**src/rtl/pc_pkg.sv**
```systemverilog
// Shared definitions for the program-counter unit: operation select and
// the fixed-priority request encoder.
package pc_pkg;

    typedef enum logic [2:0] {
        OP_NONE,
        OP_INC,
        OP_LD,
        OP_CALL,
        OP_RET
    } op_e;

    // Only one operation runs per cycle; ret outranks call, call outranks ld, ld outranks cen.
    function automatic op_e selectOp(input logic cen, input logic ld,
                                     input logic call, input logic ret);
        op_e op;
        if (ret)       op = OP_RET;
        else if (call) op = OP_CALL;
        else if (ld)   op = OP_LD;
        else if (cen)  op = OP_INC;
        else           op = OP_NONE;
        return op;
    endfunction

endpackage

```
**src/rtl/ras_lifo.sv**
```systemverilog
// Return-address stack: a LIFO of ADDR_WIDTH-bit entries with a registered
// occupancy count; storage itself is not reset.
module ras_lifo
    import pc_pkg::*;
#(
    parameter int ADDR_WIDTH  = 13,
    parameter int STACK_DEPTH = 8
) (
    input  logic                               clk,
    input  logic                               rst,
    input  logic                               push,
    input  logic                               pop,
    input  logic [ADDR_WIDTH-1:0]              push_data,
    output logic [ADDR_WIDTH-1:0]              data,
    output logic [$clog2(STACK_DEPTH+1)-1:0]   depth,
    output logic                               full,
    output logic                               empty
);

    localparam int DW = $clog2(STACK_DEPTH + 1);
    localparam int IW = $clog2(STACK_DEPTH);

    logic [ADDR_WIDTH-1:0] mem [STACK_DEPTH];
    logic [DW-1:0]         depth_q, depth_d;
    logic [IW-1:0]         wrIdx, topIdx;
    logic                  doPush, doPop;

    assign full   = (depth_q == DW'(STACK_DEPTH));
    assign empty  = (depth_q == '0);
    assign depth  = depth_q;
    assign wrIdx  = IW'(depth_q);
    assign topIdx = IW'(depth_q - DW'(1));
    assign data   = mem[topIdx];

    // Requests that would over- or under-run the stack are dropped here as well.
    assign doPop  = pop && !empty;
    assign doPush = push && !full && !pop;

    always_comb begin
        depth_d = depth_q;
        if (doPush) begin
            depth_d = depth_q + DW'(1);
        end else if (doPop) begin
            depth_d = depth_q - DW'(1);
        end
    end

    always_ff @(posedge clk or negedge rst) begin
        if (!rst) begin
            depth_q <= '0;
        end else begin
            depth_q <= depth_d;
        end
    end

    always_ff @(posedge clk) begin
        if (doPush) begin
            mem[wrIdx] <= push_data;
        end
    end

endmodule

```
**src/rtl/pc_unit.sv**
```systemverilog
// Program counter with increment, absolute load, call/return through a
// return-address stack, and sticky overflow/underflow flags.
module pc_unit
    import pc_pkg::*;
#(
    parameter int ADDR_WIDTH  = 13,
    parameter int STACK_DEPTH = 8
) (
    input  logic                               clk,
    input  logic                               rst,
    input  logic                               cen,
    input  logic                               ld,
    input  logic                               call,
    input  logic                               ret,
    input  logic                               clr_err,
    input  logic [ADDR_WIDTH-1:0]              in,
    output logic [ADDR_WIDTH-1:0]              out,
    output logic [$clog2(STACK_DEPTH+1)-1:0]   depth,
    output logic                               full,
    output logic                               empty,
    output logic                               overflow,
    output logic                               underflow
);

    op_e                   opSel;
    logic [ADDR_WIDTH-1:0] pc_q, pc_d;
    logic [ADDR_WIDTH-1:0] nextSeq, stackTop;
    logic                  ovf_q, ovf_d;
    logic                  unf_q, unf_d;
    logic                  stackPush, stackPop;
    logic                  stackFull, stackEmpty;

    assign opSel   = selectOp(cen, ld, call, ret);
    assign nextSeq = pc_q + ADDR_WIDTH'(1);

    ras_lifo #(
        .ADDR_WIDTH  (ADDR_WIDTH),
        .STACK_DEPTH (STACK_DEPTH)
    ) u_ras (
        .clk       (clk),
        .rst       (rst),
        .push      (stackPush),
        .pop       (stackPop),
        .push_data (nextSeq),
        .data      (stackTop),
        .depth     (depth),
        .full      (stackFull),
        .empty     (stackEmpty)
    );

    // Error sets are evaluated after the clear so a same-cycle error wins.
    always_comb begin
        pc_d      = pc_q;
        ovf_d     = ovf_q;
        unf_d     = unf_q;
        stackPush = 1'b0;
        stackPop  = 1'b0;
        if (clr_err) begin
            ovf_d = 1'b0;
            unf_d = 1'b0;
        end
        case (opSel)
            OP_INC: pc_d = nextSeq;
            OP_LD:  pc_d = in;
            OP_CALL: begin
                if (stackFull) begin
                    ovf_d = 1'b1;
                end else begin
                    stackPush = 1'b1;
                    pc_d      = in;
                end
            end
            OP_RET: begin
                if (stackEmpty) begin
                    unf_d = 1'b1;
                end else begin
                    stackPop = 1'b1;
                    pc_d     = stackTop;
                end
            end
            default: ;
        endcase
    end

    always_ff @(posedge clk or negedge rst) begin
        if (!rst) begin
            pc_q  <= '0;
            ovf_q <= 1'b0;
            unf_q <= 1'b0;
        end else begin
            pc_q  <= pc_d;
            ovf_q <= ovf_d;
            unf_q <= unf_d;
        end
    end

    assign out       = pc_q;
    assign full      = stackFull;
    assign empty     = stackEmpty;
    assign overflow  = ovf_q;
    assign underflow = unf_q;

endmodule

```
**config.mk**
```make
export PLATFORM = sky130hd
export DESIGN_NAME = pc_unit
export DESIGN_NICKNAME = d
export VERILOG_FILES = /design/src/rtl/pc_pkg.sv /design/src/rtl/ras_lifo.sv /design/src/rtl/pc_unit.sv
export SDC_FILE = /design/constraint.sdc
export NUM_CORES = 1
export LEC_CHECK = 0
export CORE_MARGIN = 2
export CORE_UTILIZATION = 62
export CTS_CLUSTER_DIAMETER = 150
export CTS_CLUSTER_SIZE = 16
export DETAILED_ROUTE_END_ITERATION = 8
export PLACE_DENSITY = 0.9
export SKIP_CTS_REPAIR_TIMING = 1
export SLEW_MARGIN = 30
export SYNTH_ARGS = -nofsm -noshare
export SYNTH_HDL_FRONTEND = slang
export SYNTH_SLANG_ARGS = --single-unit
```
**constraint.sdc**
```tcl
create_clock -name clk -period 5.6 [get_ports clk]
set_input_delay 1.12 -clock clk [delete_from_list [all_inputs] [get_ports clk]]
set_output_delay 1.12 -clock clk [all_outputs]
set_load 0.02 [all_outputs]
```
==> reports/metrics.csv <==
stage,metric,value,unit
grt,gr ovfl total,0,
critical_path,crit path capture type,output pin,
synth,post-synth net total,365,
job,max-cap viol count,0,
layout,number of diodes,0,
drt,DRT Wirelength,12.7,mm
die,initial core utilization,64.5,%
timing,worst slew pin tran,1010,ps
die,Rows,33,
layout,post-route cell area,6440,sq um
timing,RSZ-0062 raised after global routing,no,
grt,first-pass GRT wire length,20.2,mm
drt,initial drt markers,603,
placement,"Cell Area, Placed",5890,sq um
synth,number of synthesis warnings,0,
synth,Synth cell types,55,
synth,number of flops mapped to enable cells by yosys,104,
placement,IO Port Bufs,40,
critical_path,"Largest stage delay, worst path",560,ps
clock_network,clk slew on worst S/H paths,60,ps
clock_network,Skew-Pair Late Insertion Delay,520,ps
timing,Fin Hold WS,542,ps
synth,top cell type by total area after synthesis,edfxtp_1,
clock_network,H-tree levels,4,
timing,Fin. Hold Viols,0,
power,LEAKAGE,2.21,nW
status,outcome,completed,
critical_path,critical path's top delay family,buffers and inverters,
grt,Total GRT Usage,28.9,%
die,Core ar.,8300,sq um
synth,post-synthesis sequential area ratio,67.2,%
critical_path,worst path buffer plus inverter count,4,
layout,share of layout cells above drive strength 1,18.3,%
synth,Post-Synthesis Cells,342,
clock_network,Num CTS Buffers,17,
layout,Layout Cells excl Fill,510,
hold_path,hold crit path type,flip-flop to flip-flop,
timing,Max-slew headroom,32.2,%
power,pwr dens,597,nW/um^2
layout,utilization after layout,77.6,%
power,Max VDD drop,0.000318,V
critical_path,crit-path max FO,29,
synth,Synth Register Bits,123,
timing,fin. max-slew vios,0,
timing,Tmin final,4270,ps
drt,via count,3495,
placement,# placed instances,478,
synth,Synth top area share,58.4,%
die,die area,9390,sq um
synth,"Cell Area, Synth",5350,sq um
critical_path,crit start category,flip-flop,
critical_path,worst setup path class,flip-flop to output pin,
synth,ys async rst share,15.4,%
grt,vias in the first global route,3524,
timing,clock skew,9.31,ps
synth,"Primary FF master, synth",edfxtp_1,
timing,Setup TNS,0,ps
critical_path,CP Data Arrival Time,3150,ps
grt,antenna violations before repair,0,
drt,first drt pass iteration count,7,
critical_path,Crit path required time,4480,ps
timing,Max Clk Rate,234,MHz
critical_path,cells along the critical path,buf_4 -> clkinv_1 -> ha_1 -> nand3b_1 -> inv_1 -> clkdlybuf4s50_1,
drt,Routed wire per std cell,24.9,um
placement,Placer Congestion,0.929,
placement,HPWL Detailed,7.88,mm
clock_network,root buf cell,clkbuf_8,
clock_network,CTS tree,built,
drt,drt drc,0,
drt,post-DR vias/cell,6.85,
synth,"top cells by area, synth","edfxtp_1 (58%), mux4_2 (10%), dfrtp_1 (8.9%)",
drt,"antenna viol nets, final",0,
die,Die Wd,96.9,um
die,die height,96.9,um
timing,Finish-stage setup viols,0,
timing,period utilisation layout,76.2,%
synth,synthesized area per cell,15.6,sq um
clock_network,CTS max path bufs,2,
die,I/O pin total,41,
layout,fin nets,415,
clock_network,clk sinks,123,
critical_path,Crit-path slowest cell,clkdlybuf4s50_1,
grt,largest net degree at the start of global routing,30,
layout,area growth from synthesis to layout,20.4,%
-- worst min-delay path, stage by stage (launching register included) --
cell,delay [ps]
dfrtp_1,370
inv_1,50
o21ai_0,70
-- power breakdown --
part / internal, W / total (W) / switching [W] / leakage [nW]
Clock: 0.000626 / 0.00101 / 0.000387 / 0.254
Combinational: 0.000605 / 0.00138 / 0.000770 / 0.793
Sequential: 0.00129 / 0.00146 / 0.000167 / 1.16
-- cells in the mapped netlist, types with 6 or more instances --
master,n
nor2_1,20
o22ai_1,7
mux4_2,24
edfxtp_1,104
nand2_1,30
nor3_1,9
xnor2_1,10
mux2i_1,6
a211oi_1,9
a21oi_1,9
dfrtp_1,19
o21ai_0,11
clkbuf_1,9
inv_1,6
-- final cells by class --
cell class	count	area, sq um
Multi-Input combinational cell	193	1670
Sequential cell	123	3600
Fill cell	436	1860
Inverter	7	26.3
Tap cell	105	131
Timing Repair Buffer	50	470
Clock buffer	19	422
Clock inverter	13	128
-- state kept, by name, indices dropped and copies added (netlist names) --
signal       count
underflow        1
out             13
overflow         1
u_ras.mem      104
u_ras.depth      4
-- logic make-up after synthesis --
logic type	synth area share (%)
AO/OA/AOI/OAI	7.32
XOR/XNOR	2.43
adder cells (fa/ha/maj)	0.702
buffers and inverters	2.22
flip-flops	67.2
multiplexers	12.2
AND/OR/NAND/NOR	7.88
-- metal layers --
layer,vias up,global-route usage [%],part of all wire (%)
li1,1456,-,-
met1,1703,39.7,38
met2,272,43.9,48
met3,64,7.15,11
met4,0,14.3,4.1
met5,-,0,0
-- final timing paths --
check / start / end / slack, ps / depth (start not counted)
hold reg to reg: underflow$_DFF_PN0_ / underflow$_DFF_PN0_ / 540 / 2
min in group asynchronous: rst / u_ras.depth[3]$_DFFE_PN0P_ / 550 / 1
max in group asynchronous: rst / out[3]$_DFFE_PN0P_ / 4710 / 1
hold / removal: underflow$_DFF_PN0_ / underflow$_DFF_PN0_ / 540 / 2
setup reg to reg: u_ras.depth[0]$_DFFE_PN0P_ / u_ras.mem[1][8]$_DFFE_PP_ / 1920 / 8
setup / recovery: u_ras.depth[0]$_DFFE_PN0P_ / full / 1330 / 6
-- cell usage in the layout, fill, tap and decap left out, types with 3 or more instances in the layout --
master,n
dfrtp_1,19
mux2i_1,6
o21ai_0,11
a31oi_1,3
o22ai_1,7
nand3_1,4
inv_1,6
xnor2_1,10
xor2_1,3
a21oi_1,9
a211oi_1,9
nand4_1,3
clkdlybuf4s50_1,39
clkinv_1,5
and3_1,4
nor3_2,4
or3_1,3
ha_1,3
nand2_1,30
buf_4,10
clkinvlp_4,4
clkbuf_16,16
mux4_2,24
nor2_1,19
nor3_1,5
or2_2,3
edfxtp_1,104
-- stage by stage --
| step | power [W] | setup WS [ps] |
|---|---|---|
| floorplan | 0.00237 | 1950 |
| global placement | 0.00276 | 1730 |
| detailed placement | 0.00282 | 1620 |
| CTS | 0.00383 | 1340 |
| global route | 0.00401 | 1100 |
| finish | 0.00385 | 1330 |
No activity file was read; power rests on OpenSTA's default activity.
